--- config.mk ---
export PLATFORM = sky130hd
export DESIGN_NAME = serial_word_source_flat
export DESIGN_NICKNAME = d
export VERILOG_FILES = /design/src/rtl/ser_pkg.sv /design/src/rtl/serial_word_source_if.sv /design/src/rtl/ser_hold_reg.sv /design/src/rtl/serial_word_source.sv /design/src/flat_wrapper.sv
export SDC_FILE = /design/constraint.sdc
export NUM_CORES = 1
export LEC_CHECK = 0
export CAP_MARGIN = 10
export CORE_UTILIZATION = 47
export DETAILED_ROUTE_END_ITERATION = 6
export GPL_ROUTABILITY_DRIVEN = 0
export PLACE_DENSITY = 0.72
export SETUP_SLACK_MARGIN = 0.1
export SLEW_MARGIN = 10
export SYNTH_ARGS = -nofsm -noshare
export SYNTH_HDL_FRONTEND = slang
export SYNTH_SLANG_ARGS = --single-unit
--- constraint.sdc ---
create_clock -name clk -period 3.96 [get_ports clk]
set_input_delay 0.792 -clock clk [delete_from_list [all_inputs] [get_ports clk]]
set_output_delay 0.792 -clock clk [all_outputs]
set_load 0.01 [all_outputs]
--- src/rtl/ser_pkg.sv ---
// ser_pkg: definitions shared by the serial word source slice.
//   ser_state_t  : shifter state (IDLE = line parked, SHIFT = data bit on line)
//   SER_WIDTH    : default parallel word width
//   SER_IDLE_BIT : default level held on the serial line between words
package ser_pkg;

    typedef enum logic {
        IDLE  = 1'b0,
        SHIFT = 1'b1
    } ser_state_t;

    localparam int SER_WIDTH    = 8;
    localparam bit SER_IDLE_BIT = 1'b1;

endpackage

--- src/rtl/serial_word_source_if.sv ---
// serial_word_source_if: word handshake in, serial bit stream out.
//   din       : parallel word (WIDTH bits)
//   din_valid : din carries a word this cycle
//   din_ready : source can take din this cycle
//   x         : serial bit to the sequence detector
//   x_valid   : x carries a data bit this cycle
//   busy      : shifter active or holding register full
// slave modport is the source block; master modport is the upstream/downstream side.
interface serial_word_source_if
    import ser_pkg::*;
#(
    parameter int WIDTH = SER_WIDTH
) ();

    logic [WIDTH-1:0] din;
    logic             din_valid;
    logic             din_ready;
    logic             x;
    logic             x_valid;
    logic             busy;

    modport slave (
        input  din,
        input  din_valid,
        output din_ready,
        output x,
        output x_valid,
        output busy
    );

    modport master (
        output din,
        output din_valid,
        input  din_ready,
        input  x,
        input  x_valid,
        input  busy
    );

endinterface

--- src/rtl/ser_hold_reg.sv ---
// ser_hold_reg: one-entry holding register in front of the shifter.
//   clk, reset : clock, synchronous active-high reset
//   din        : incoming word
//   din_valid  : incoming word valid
//   shifting   : shifter is in SHIFT
//   last_bit   : shifter bit counter is at zero (last bit on the line)
//   hold       : buffered word
//   hold_full  : hold contains a word not yet moved into the shifter
//   din_ready  : a word can be accepted this cycle
//   drain      : hold moves into the shifter at the coming edge
module ser_hold_reg
    import ser_pkg::*;
#(
    parameter int WIDTH = SER_WIDTH
) (
    input  logic             clk,
    input  logic             reset,
    input  logic [WIDTH-1:0] din,
    input  logic             din_valid,
    input  logic             shifting,
    input  logic             last_bit,
    output logic [WIDTH-1:0] hold,
    output logic             hold_full,
    output logic             din_ready,
    output logic             drain
);

    logic accept;

    // The shifter takes the held word when it is idle or about to finish
    // its last bit, so consecutive words stream without an idle cycle.
    assign drain     = hold_full & (~shifting | last_bit);

    // Ready comes only from registered state (and reset), never from
    // din_valid, so upstream sees no combinational loop through us.
    assign din_ready = ~reset & (~hold_full | drain);
    assign accept    = din_valid & din_ready;

    always_ff @(posedge clk) begin
        if (reset) begin
            hold_full <= 1'b0;
        end else if (accept) begin
            // A refill in the drain cycle keeps hold_full set.
            hold_full <= 1'b1;
        end else if (drain) begin
            hold_full <= 1'b0;
        end
    end

    // Data path only; its contents are qualified by hold_full.
    always_ff @(posedge clk) begin
        if (accept) begin
            hold <= din;
        end
    end

endmodule

--- src/rtl/serial_word_source.sv ---
// serial_word_source: parallel-to-serial front end for the sequence detector.
// Buffers one word behind the shifter and emits one bit per clock on x.
//   clk, reset : clock, synchronous active-high reset
//   bus        : serial_word_source_if.slave (din/din_valid/din_ready in,
//                x/x_valid/busy out)
// Parameters:
//   WIDTH     : word width (>= 2)
//   MSB_FIRST : 1 shifts bit WIDTH-1 first, 0 shifts bit 0 first
//   IDLE_BIT  : level on x whenever x_valid is low
//
// state | meaning
// ------+--------------------------------------------------------------
// IDLE  | line parked at IDLE_BIT, waiting for a word in hold
// SHIFT | shreg output bit on x; cnt counts bits remaining after this one
module serial_word_source
    import ser_pkg::*;
#(
    parameter int WIDTH     = SER_WIDTH,
    parameter bit MSB_FIRST = 1'b1,
    parameter bit IDLE_BIT  = SER_IDLE_BIT
) (
    input  logic                 clk,
    input  logic                 reset,
    serial_word_source_if.slave  bus
);

    localparam int CNT_W = $clog2(WIDTH);

    ser_state_t       state_q, state_d;
    logic [WIDTH-1:0] shreg_q, shreg_d;
    logic [CNT_W-1:0] cnt_q, cnt_d;

    logic [WIDTH-1:0] hold;
    logic             hold_full;
    logic             drain;
    logic             shifting;
    logic             last_bit;
    logic             out_bit;

    assign shifting = (state_q == SHIFT);
    assign last_bit = (cnt_q == '0);

    ser_hold_reg #(
        .WIDTH (WIDTH)
    ) u_hold (
        .clk       (clk),
        .reset     (reset),
        .din       (bus.din),
        .din_valid (bus.din_valid),
        .shifting  (shifting),
        .last_bit  (last_bit),
        .hold      (hold),
        .hold_full (hold_full),
        .din_ready (bus.din_ready),
        .drain     (drain)
    );

    always_ff @(posedge clk) begin
        if (reset) begin
            state_q <= IDLE;
            shreg_q <= '0;
            cnt_q   <= '0;
        end else begin
            state_q <= state_d;
            shreg_q <= shreg_d;
            cnt_q   <= cnt_d;
        end
    end

    always_comb begin
        state_d = state_q;
        shreg_d = shreg_q;
        cnt_d   = cnt_q;
        if (drain) begin
            shreg_d = hold;
            cnt_d   = CNT_W'(WIDTH - 1);
            state_d = SHIFT;
        end else if (state_q == SHIFT) begin
            if (cnt_q != '0) begin
                // Move the next bit into the output position.
                if (MSB_FIRST) begin
                    shreg_d = {shreg_q[WIDTH-2:0], 1'b0};
                end else begin
                    shreg_d = {1'b0, shreg_q[WIDTH-1:1]};
                end
                cnt_d = cnt_q - CNT_W'(1);
            end else begin
                state_d = IDLE;
            end
        end
    end

    // Outputs depend on registers only; din/din_valid never reach x.
    assign out_bit     = MSB_FIRST ? shreg_q[WIDTH-1] : shreg_q[0];
    assign bus.x       = shifting ? out_bit : IDLE_BIT;
    assign bus.x_valid = shifting;
    assign bus.busy    = shifting | hold_full;

endmodule

--- src/flat_wrapper.sv ---
// flat-port wrapper written by rule: the top's interface ports become plain ports
module serial_word_source_flat import ser_pkg::*;
#(
    parameter int WIDTH     = SER_WIDTH,
    parameter bit MSB_FIRST = 1'b1,
    parameter bit IDLE_BIT  = SER_IDLE_BIT
)
  (clk, reset, bus_din, bus_din_valid, bus_din_ready, bus_x, bus_x_valid, bus_busy);
  serial_word_source_if #(.WIDTH(WIDTH)) bus_i ();
  input  logic clk;
  input  logic reset;
  input wire logic [$bits(bus_i.din)-1:0] bus_din;
  input wire logic [$bits(bus_i.din_valid)-1:0] bus_din_valid;
  output wire logic [$bits(bus_i.din_ready)-1:0] bus_din_ready;
  output wire logic [$bits(bus_i.x)-1:0] bus_x;
  output wire logic [$bits(bus_i.x_valid)-1:0] bus_x_valid;
  output wire logic [$bits(bus_i.busy)-1:0] bus_busy;
  assign bus_i.din = bus_din;
  assign bus_i.din_valid = bus_din_valid;
  assign bus_din_ready = bus_i.din_ready;
  assign bus_x = bus_i.x;
  assign bus_x_valid = bus_i.x_valid;
  assign bus_busy = bus_i.busy;
  serial_word_source #(.WIDTH(WIDTH), .MSB_FIRST(MSB_FIRST), .IDLE_BIT(IDLE_BIT)) u_core (.clk(clk), .reset(reset), .bus(bus_i));
endmodule
### After elaboration in Yosys (flattened, before gate mapping)

Cells that the tools add are included.
Widths: inputs -> output; s select.

* register bits: 21
* bits of input ports: 11
* word-level logic and storage cells: 33

* add/subtract/negate cells: 1
* muxes and demuxes: 12
* bitwise logic cells: 9
* reductions and logical operators: 6

Operator list (number)
* $mux 8: 3
* $mux 3: 3
* $mux 1: 6
* $reduce_bool 2->1: 3
* $and 1x1->1: 3
* $logic_not 3->1: 1
* $not 1->1: 3
* $or 1x1->1: 3
* $reduce_bool 3->1: 1
* $sub 3x1->3 const B: 1
* $reduce_and 2->1: 1

### Logic depth before layout (Yosys ltp)

* depth in word-level cells: 7
* gate-level depth with buffers: 6
* depth with buffers taken out: 5

### Cells and area by module

A second synthesis with hierarchy kept.

* cell total of the unflattened synthesis: 84
* area total of the unflattened synthesis: 959.7 um^2

Modules (own cells, without submodules)
* serial_word_source: times used 1, cells each 69, area an instance 653.1 um^2, seq. area each 240.2 um^2
* ser_hold_reg: times used 1, cells each 15, area an instance 306.5 um^2, seq. area each 260.2 um^2

### Worst setup path before layout

No wires, ideal clock.

* path kind: reg-to-reg
* start point: register u_core.cnt_q[0]
* end point: register u_core.u_hold.hold[0], enable pin
* setup time: 385 ps
* arrival time: 1595 ps
* required time: 3575 ps
* slack: 1980 ps
* stages on the path, launching flop included: 7
* clock period less this slack: 1980 ps
* cells stage by stage: dfxtp_1 inv_1 ha_1 ha_1 buf_4 nand3b_1 nor3b_1

* longest elaborated chain between the ends: 6

RTL lines
* from (decl): line serial_word_source.sv:31 `logic [CNT_W-1:0] cnt_q, cnt_d;`
* from (signal assigned): line serial_word_source.sv:66 `cnt_q <= cnt_d;`
* $logic_not 3->1: line serial_word_source.sv:41 `assign last_bit = (cnt_q == '0);`
* $or 1x1->1: line ser_hold_reg.sv:32 `assign drain = hold_full & (~shifting | last_bit);`
* $and 1x1->1: line ser_hold_reg.sv:32
* $or 1x1->1: line ser_hold_reg.sv:36 `assign din_ready = ~reset & (~hold_full | drain);`
* $and 1x1->1: line ser_hold_reg.sv:36
* $and 1x1->1: line ser_hold_reg.sv:37 `assign accept = din_valid & din_ready;`
* net u_core.u_hold.accept: line ser_hold_reg.sv:28 `logic accept;`
* to (signal assigned): line ser_hold_reg.sv:53 `hold <= din;`
* to (decl): line ser_hold_reg.sv:22 `output logic [WIDTH-1:0] hold,`

The timed path passes the listed nets, and every way through them passes these cells.
A chain may end at the register's enable or synchronous reset.

### Final worst setup path

* start point: register u_core.cnt_q[0]
* end point: output port bus_din_ready

* longest elaborated chain between the ends: 5

RTL lines
* $logic_not 3->1: line serial_word_source.sv:41
* $or 1x1->1: line ser_hold_reg.sv:32
* $and 1x1->1: line ser_hold_reg.sv:32
* $or 1x1->1: line ser_hold_reg.sv:36
* $and 1x1->1: line ser_hold_reg.sv:36
* to (decl): line flat_wrapper.sv:14 `output wire logic [$bits(bus_i.din_ready)-1:0] bus_din_ready;`

Every way passes these cells.

==> out/results.tsv <==
metric	value	unit
post-layout util	0.599	
CP max stage cell	clkdlybuf4s50_1	
final WL	1380	um
clock transition at the registers of the reported paths	110	ps
Worst EP arrival	2060	ps
Die ar.	0.00210	mm^2
DIE WIDTH	45.8	um
Mapped Area	902	um^2
Worst Hold Class	reg2reg	
Antenna Nets Post-Route	0	
Pint	0.000317	W
Hold Startpoint	u_core.cnt_q[1]	
Synth area leader	dfxtp_1	
htree depth	1	
Die Y	45.8	um
Slew headroom	0.565	
CTS tree	built	
type of origin of the critical path	register	
hpwl dp	907	um
synthesized instance count	73	
max-slew violation count	0	
Final Cycle Share	0.721	
Mapped Nets	86	
fin area	0.00106	mm^2
Initial DRC Count	8	
worst setup path category	reg2out	
n_diodes	0	
CTS Sinks	21	
initial core utilization	0.511	
WL/cell	12.3	um
post-synthesis sequential area ratio	0.555	
Synth Warn #	0	
CP endpoint kind	output port	
Finish-stage setup viols	0	
Pre-Repair DR Iteration Count	4	
most frequent CP cell	ha_1	
GRT Total Usage	0.149	
minimum clock period	2860	ps
global-route wire length before repair	2190	um
residual DRC count	0	
DP Area	0.00103	mm^2
antenna violations before repair	0	
Clk Latency, worst-skew pair	300	ps
Leakage Power	0.383	nW
CP Max Fanout	13	
RSZ-0062 raised after global routing	no	
layout cell share with drive strength beyond 1	0.0805	
global route overflow	0	
largest net degree at the start of global routing	17	
Area growth, synth to finish	17.2	%
P_sw	0.000100	W
sequential share of power	0.606	
core area	0.00176	mm^2
Rows	15	
DR vias	593	
drt via density	5.29	
Synth Area per Inst	12.4	um^2
PwrDens	394	mW/mm^2
Root Buffer	clkbuf_4	
number of hold buffers added after cts	0	
number of port buffers	14	
count of boundary I/O pins	15	
WP buf/inv	2	
Peak VDD IR	260	uV
Longest Clk Path Bufs	2	
Least-Margin Pin Slew	651	ps
Worst Setup SP	u_core.cnt_q[0]	
CTS resizes	0	
vias in the first global route	510	
synth top area cells	dfxtp_1 (29%), edfxtp_1 (27%), mux2i_1 (8.9%), a211oi_1 (6.7%), nor3b_1 (6.7%)	
setup TNS	0	ps
sw frac	0.240	
# Post-CTS Setup Buffers	0	
max-cap check violation count	0	
top cell type's share of synthesized area	0.288	
Critical Path RT	3170	ps
fmax	0.350	GHz
CP peak stage delay	550	ps
Nets	101	
R2R Path Start	u_core.cnt_q[0]	
crit path cell chain	inv_1 -> ha_1 -> ha_1 -> nor2b_1 -> a21oi_1 -> clkdlybuf4s50_1	
status	finished clean	
combinational power share	0.156	
power share of the clock group	0.238	
Num CTS Buffers	3	
skew final	11.5	ps
Seq cells post-synth	21	
Hold Vio Cnt, Final	0	
delay-heaviest family, CP	buffers and inverters	
synth unique cells	21	
## metal layers
layer	vias to the layer above	GRT usage	part of all wire
li1	297	-	-
met3	0	0.0595	0.047
met2	16	0.231	0.46
met4	0	0.0529	0
met5	-	0	0
met1	280	0.188	0.49
## registers in the layout, summed over array words and instances, names as in the netlist
register	flops
u_core.u_hold.hold	8
u_core.bus.x_valid	1
u_core.shreg_q	8
u_core.cnt_q	3
u_core.u_hold.hold_full	1
## Yosys cell counts, drive strengths merged
| master | instances |
|---|---|
| nor3 | 1 |
| dfxtp | 13 |
| mux2i | 8 |
| nand2b | 2 |
| edfxtp | 8 |
| or2 | 1 |
| clkbuf | 2 |
| a211oi | 8 |
| ha | 2 |
| nor3b | 8 |
| nand3b | 1 |
| nor2b | 1 |
| inv | 5 |
| nor2 | 1 |
| a311oi | 2 |
| and3b | 3 |
| buf | 4 |
| a21oi | 3 |
## final timing paths
path                      endpoint  slack, ps  cells after the start
max                  bus_din_ready       1100                      6
min                u_core.cnt_q[1]        490                      2
max reg2reg  u_core.u_hold.hold[7]       2150                      6
min reg2reg        u_core.cnt_q[1]        490                      2
## worst register-to-register path: stages (launching register included)
cell and delay [ps]:
dfxtp_1 340, inv_1 60, ha_1 140, ha_1 410, nand3b_1 180, nor3b_1 190, buf_4 200
## through the flow
stage               setup slack, ps  std cells  power, W  hold WS (ps)
finish                         1100        112  0.000417           488
global route                    905        112  0.000442           514
CTS                            1090        112  0.000424           491
detailed placement             1120        108  0.000323           471
global placement               1130        108  0.000321           477
floorplan                      1980         73  0.000302           446
## cell usage in the layout, fill, tap and decap left out, types with 2 or more instances in the layout
cell and count:
a21oi_1 3, ha_1 2, buf_4 2, clkbuf_4 3
a211oi_1 8, edfxtp_1 8, and3b_1 3, inv_1 4
clkdlybuf4s50_1 14, nand2b_1 2, mux2i_1 8, dfxtp_1 13
a311oi_1 2, nor3b_1 8
## power by group through the flow
stage               Clock [W]  Combinational (W)  Sequential [W]
finish              0.0000993          0.0000652        0.000253
global placement            0          0.0000637        0.000257
detailed placement          0          0.0000654        0.000258
CTS                  0.000106          0.0000656        0.000253
global route         0.000114          0.0000732        0.000255
floorplan                   0          0.0000504        0.000252
## cells by family after synthesis
logic type / count (synthesis) / share of synthesized area
AOI/OAI and AO/OA: 13 / 0.103
adders and majority gates: 2 / 0.0277
buffers and inverters: 11 / 0.0846
muxes: 8 / 0.0888
and+or+nand+nor: 18 / 0.141
DFF: 21 / 0.555
## final cells by class
type	instances	area [um^2]
inverter	5	18.8
tap	25	31.3
multi-input combinational	41	325
sequential	21	500
clock buffer	4	26.3
timing repair buffer	16	155
fill	165	707
(Power assumes the default switching activity.)
